**config.mk**
```make
export PLATFORM = sky130hd
export DESIGN_NAME = color_ram_gen_flat
export DESIGN_NICKNAME = d
export VERILOG_FILES = /design/src/rtl/color_ram_gen_if.sv /design/src/rtl/color_ram_gen.sv /design/src/flat_wrapper.sv
export SDC_FILE = /design/constraint.sdc
export NUM_CORES = 1
export LEC_CHECK = 0
export CAP_MARGIN = 0
export CORE_MARGIN = 2
export CORE_UTILIZATION = 55
export DETAILED_ROUTE_END_ITERATION = 6
export PLACE_DENSITY = 0.76
export SYNTH_ARGS = -nofsm -noshare
export SYNTH_HDL_FRONTEND = slang
export SYNTH_SLANG_ARGS = --single-unit
```
**constraint.sdc**
```tcl
create_clock -name clk_a -period 2.8 [get_ports clk_a]
set_clock_uncertainty 0.15 [all_clocks]
set_input_delay 0.28 -clock clk_a [delete_from_list [all_inputs] [get_ports clk_a]]
set_output_delay 0.28 -clock clk_a [all_outputs]
set_load 0.05 [all_outputs]
```
**src/rtl/color_ram_gen_if.sv**
```systemverilog
`default_nettype none
// ----------------------------------------------------------------------------
// color_ram_gen_if: CPU (A) and video (B) port bundle for color_ram_gen
// rev 1.0
// ----------------------------------------------------------------------------
interface color_ram_gen_if #(
  parameter int DATA_W = 4,
  parameter int ADDR_W = 4
);
  logic [ADDR_W-1:0] addr_a;
  logic [DATA_W-1:0] din_a;
  logic              we_n_a;
  logic [DATA_W-1:0] dout_a;
  logic [ADDR_W-1:0] addr_b;
  logic              re_b;
  logic [DATA_W-1:0] dout_b;
  logic              valid_b;
  logic              busy;

  modport master (
    output addr_a, din_a, we_n_a, addr_b, re_b,
    input  dout_a, dout_b, valid_b, busy
  );

  modport slave (
    input  addr_a, din_a, we_n_a, addr_b, re_b,
    output dout_a, dout_b, valid_b, busy
  );
endinterface
`default_nettype wire

```
**src/rtl/color_ram_gen.sv**
```systemverilog
`default_nettype none
// ----------------------------------------------------------------------------
// color_ram_gen: dual-port palette RAM with a post-reset clear engine
// rev 1.0
// ----------------------------------------------------------------------------
module color_ram_gen #(
  parameter int                DATA_W         = 4,
  parameter int                ADDR_W         = 4,
  parameter bit                CLEAR_ON_RESET = 1'b1,
  parameter logic [DATA_W-1:0] CLEAR_VALUE    = '0,
  parameter bit                BYPASS_B       = 1'b1,
  parameter bit                OUT_REG_B      = 1'b0
) (
  input  logic           clk_a,
  input  logic           reset,
  color_ram_gen_if.slave bus
);
  localparam int DEPTH = 2**ADDR_W;

  typedef enum logic [0:0] {
    ST_IDLE  = 1'b0,
    ST_CLEAR = 1'b1
  } state_t;

  state_t            state;
  state_t            state_nx;
  logic [ADDR_W-1:0] clr_ptr;
  logic              clr_we;
  logic              busy;
  logic              wr_a;
  logic              collide;
  logic [DATA_W-1:0] mem [DEPTH];
  logic [DATA_W-1:0] dout_a_q;
  logic [DATA_W-1:0] stage_d;
  logic              stage_v;

  always_ff @(posedge clk_a) begin
    if (reset) begin
      if (CLEAR_ON_RESET) state <= ST_CLEAR;
      else                state <= ST_IDLE;
    end else begin
      state <= state_nx;
    end
  end

  always_comb begin
    state_nx = state;
    clr_we   = 1'b0;
    case (state)
      ST_CLEAR: begin
        clr_we = 1'b1;
        if (clr_ptr == {ADDR_W{1'b1}}) state_nx = ST_IDLE;
      end
      default: state_nx = ST_IDLE;
    endcase
  end

  // busy is the state register itself, so it drops the cycle after the last clear write
  assign busy    = (state == ST_CLEAR);
  assign wr_a    = ~busy & ~bus.we_n_a;
  assign collide = BYPASS_B & ~bus.we_n_a & (bus.addr_a == bus.addr_b);

  always_ff @(posedge clk_a) begin
    if (reset)       clr_ptr <= '0;
    else if (clr_we) clr_ptr <= clr_ptr + 1'b1;
  end

  always_ff @(posedge clk_a) begin
    if (!reset) begin
      if (clr_we)    mem[clr_ptr]    <= CLEAR_VALUE;
      else if (wr_a) mem[bus.addr_a] <= bus.din_a;
    end
  end

  always_ff @(posedge clk_a) begin
    if (reset) begin
      dout_a_q <= '0;
      stage_d  <= '0;
      stage_v  <= 1'b0;
    end else begin
      stage_v <= bus.re_b;
      if (busy) begin
        dout_a_q <= CLEAR_VALUE;
        stage_d  <= CLEAR_VALUE;
      end else begin
        dout_a_q <= mem[bus.addr_a];
        if (bus.re_b) stage_d <= collide ? bus.din_a : mem[bus.addr_b];
      end
    end
  end

  assign bus.dout_a = dout_a_q;
  assign bus.busy   = busy;

  generate
    if (OUT_REG_B) begin : g_out_reg
      logic [DATA_W-1:0] out_d;
      logic              out_v;

      always_ff @(posedge clk_a) begin
        if (reset) begin
          out_d <= '0;
          out_v <= 1'b0;
        end else begin
          out_d <= stage_d;
          out_v <= stage_v;
        end
      end

      assign bus.dout_b  = out_d;
      assign bus.valid_b = out_v;
    end else begin : g_out_direct
      assign bus.dout_b  = stage_d;
      assign bus.valid_b = stage_v;
    end
  endgenerate
endmodule
`default_nettype wire

```
**src/flat_wrapper.sv**
```systemverilog
// flat-port wrapper written by rule: the top's interface ports become plain ports
module color_ram_gen_flat 
#(
  parameter int                DATA_W         = 4,
  parameter int                ADDR_W         = 4,
  parameter bit                CLEAR_ON_RESET = 1'b1,
  parameter logic [DATA_W-1:0] CLEAR_VALUE    = '0,
  parameter bit                BYPASS_B       = 1'b1,
  parameter bit                OUT_REG_B      = 1'b0
)
  (clk_a, reset, bus_addr_a, bus_din_a, bus_we_n_a, bus_addr_b, bus_re_b, bus_dout_a, bus_dout_b, bus_valid_b, bus_busy);
  color_ram_gen_if #(.DATA_W(DATA_W), .ADDR_W(ADDR_W)) bus_i ();
  input  logic clk_a;
  input  logic reset;
  input wire logic [$bits(bus_i.addr_a)-1:0] bus_addr_a;
  input wire logic [$bits(bus_i.din_a)-1:0] bus_din_a;
  input wire logic [$bits(bus_i.we_n_a)-1:0] bus_we_n_a;
  input wire logic [$bits(bus_i.addr_b)-1:0] bus_addr_b;
  input wire logic [$bits(bus_i.re_b)-1:0] bus_re_b;
  output wire logic [$bits(bus_i.dout_a)-1:0] bus_dout_a;
  output wire logic [$bits(bus_i.dout_b)-1:0] bus_dout_b;
  output wire logic [$bits(bus_i.valid_b)-1:0] bus_valid_b;
  output wire logic [$bits(bus_i.busy)-1:0] bus_busy;
  assign bus_i.addr_a = bus_addr_a;
  assign bus_i.din_a = bus_din_a;
  assign bus_i.we_n_a = bus_we_n_a;
  assign bus_i.addr_b = bus_addr_b;
  assign bus_i.re_b = bus_re_b;
  assign bus_dout_a = bus_i.dout_a;
  assign bus_dout_b = bus_i.dout_b;
  assign bus_valid_b = bus_i.valid_b;
  assign bus_busy = bus_i.busy;
  color_ram_gen #(.DATA_W(DATA_W), .ADDR_W(ADDR_W), .CLEAR_ON_RESET(CLEAR_ON_RESET), .CLEAR_VALUE(CLEAR_VALUE), .BYPASS_B(BYPASS_B), .OUT_REG_B(OUT_REG_B)) u_core (.clk_a(clk_a), .reset(reset), .bus(bus_i));
endmodule
```
==> metrics <==
setup TNS 0 ps; Peak VDD IR 0.3439 mV; antenna diode count 0; M2 GR Usage 36.02%; most frequent cells in the layout edfxtp_1, mux4_2, nor2_1; Layout area overhead 14.68%; FP Rows 30; fin nets 300; Hold WC Path Type reg -> reg; die footprint 0.007545 sq mm; CTS Sinks 78; Core Area 0.006719 sq mm; Critical Path Source Type input port; worst path cell trace clkdlybuf4s50_1, nor3_1, buf_4, mux2i_1, nand2_1, nor2_1; Die Y 86.86 um; global-route wire length before repair 12980 um; Hold Path Origin u_core.bus.dout_b[2]$_SDFFE_PP0P_; Routed Antenna Nets 0; worst slew pin tran 566.2 ps; Slowest Stage Delay on Critical Path 560 ps; cell count after synthesis 255; DR DRC count 0; max_cap viols 0; post-CTS setup buffer count 0; met1 Use GR 33.91%; commonest non-fill, non-tap cell in the layout edfxtp_1; Hold WS 395.1 ps; Fmax 0.4489 GHz; reg2reg start u_core.bus.busy$_SDFF_PP1_; final setup fails 0; critical path fanouts, max 14; die width 86.86 um; hold_buf cts 0; yosys warns 0; clock latency on the worst-skew pair 360 ps; I/O Buffers 25; Final Cycle Share 79.56%; clk slew on worst S/H paths 90 ps; GP Congestion 0.8162; register area share after synthesis 58.32%; status completed; H-tree levels 3; Worst Path Required 2670 ps; maximum clock path buffer count 2; Num CTS Buffers 9; WS Path Type in -> reg; cts repair resizes 0; DRT Pass-1 Iters 5; Avg Cell Area, Syn 14.81 sq um; All-Layer GR Usage 23.99%; routed wire length 8364 um; Syn Nets 272; CP endpoint kind flip-flop; Final Critical Period 2228 ps; CP max stage cell clkdlybuf4s50_1; CP startpoint reset; RSZ-0062 raised after global routing no; PwrDens 540.8 mW/mm^2; Final Max Slew Viols 0; violation count after the first detailed-route iteration 280; via/cell ratio 6.655; number of global-route vias before repair 2336; largest net degree at the start of global routing 20; global route overflow 0; CTS tree done; post-DP HPWL 5905 um; Vias 2449; normalized max-slew margin 62.08%; layout cells sized above 1 21.88%; # IOs 26; Routed wire per std cell 22.73 um; GRT met3 Usage 4.834%; P_leak 0.001505 uW; final hold vios 0; cell area after synthesis 0.003776 sq mm; Data arrival, critical path 2100 ps; library cells used by synthesis 36; initial antenna violation count 0; gr busiest metal met2; Root Buffer clkbuf_8; number of synthesized register bits 78; initial cell density of the core 56.20%
registers in the layout (all words and copies together) (netlist names):
register and count:
u_core.bus.busy 1, u_core.bus.dout_a 4, u_core.bus.dout_b 4, u_core.bus.valid_b 1, u_core.clr_ptr 4, u_core.mem 64
synth_stat cells (all sizes together):
cell | count | share of area, %
and2 | 4 | 0.66
o21a | 1 | 0.20
ha | 1 | 0.33
nand3 | 9 | 1.2
nor3b | 3 | 0.60
o31ai | 1 | 0.20
o31a | 2 | 0.46
or4b | 1 | 0.27
or3 | 5 | 0.83
nor2 | 26 | 2.6
nor4b | 2 | 0.46
clkbuf | 10 | 0.99
xor2 | 1 | 0.23
nor2b | 3 | 0.50
dfxtp | 14 | 7.4
nand4 | 1 | 0.17
mux2 | 1 | 0.30
a22oi | 5 | 0.99
o21ai | 9 | 1.2
inv | 8 | 0.80
edfxtp | 64 | 51
xnor2 | 4 | 0.93
mux4 | 36 | 21
mux2i | 2 | 0.53
buf | 9 | 1.4
nand2 | 14 | 1.4
a211o | 1 | 0.23
nor3 | 4 | 0.53
o22ai | 1 | 0.17
a21oi | 3 | 0.40
a21o | 1 | 0.20
a31oi | 8 | 1.3
and3 | 1 | 0.17
stage by stage:
step                util, %  area, sq um  total power [uW]  std cells  setup slack, ps
floorplan                 -         3776              1430        255            350.6
global placement      61.49         4131              1495        352            242.4
detailed placement    61.49         4131              1499        352            185.4
CTS                   64.45         4330              2340        368            574.7
global route          64.45         4330              2404        368            435.4
finish                64.45         4330              2342        368            572.4
critical path, delay by kind of cell:
family,cells,cell delay (ps)
muxes,1,250
and+or+nand+nor,3,770
buffers and inverters,2,780
kinds of logic after synthesis:
| group | share of synthesized area [%] |
|---|---|
| adders and majority gates | 0.3313 |
| buffers and inverters | 3.181 |
| and+or+nand+nor | 9.344 |
| xor gates and xnor gates | 1.160 |
| muxes | 22.30 |
| DFF | 58.32 |
| AOI/OAI and AO/OA | 5.368 |
layout make-up:
class	instances	area [sq um]
sequential	78	2202
inverter	8	30.03
multi-input combinational	150	1454
timing repair buffer	36	345.3
fill	476	2389
clock buffer	10	127.6
clock inverter	6	71.32
tap	80	100.1
power breakdown:
| group | switching (uW) | internal (uW) | leakage [uW] |
|---|---|---|---|
| clock network | 449 | 418 | 0.0000931 |
| logic | 103 | 105 | 0.000639 |
| registers | 13.8 | 1250 | 0.000772 |
| total | 566 | 1780 | 0.00150 |
path summary, 6_finish.rpt:
kind                                  endpoint  slack, ps  cells past startpoint
max                 u_core.mem[3][2]$_DFFE_PP_        570                      6
min          u_core.bus.dout_b[2]$_SDFFE_PP0P_        400                      2
max reg2reg         u_core.mem[3][2]$_DFFE_PP_        670                      5
min reg2reg  u_core.bus.dout_b[2]$_SDFFE_PP0P_        400                      2
layer usage:
| layer | wire [um] | share of wire [%] |
|---|---|---|
| met2 | 3999 | 48 |
| met1 | 3388 | 41 |
| met4 | 295 | 3.5 |
| met5 | 0 | 0 |
| met3 | 681 | 8.1 |
Power figures use the tool's default switching activity.
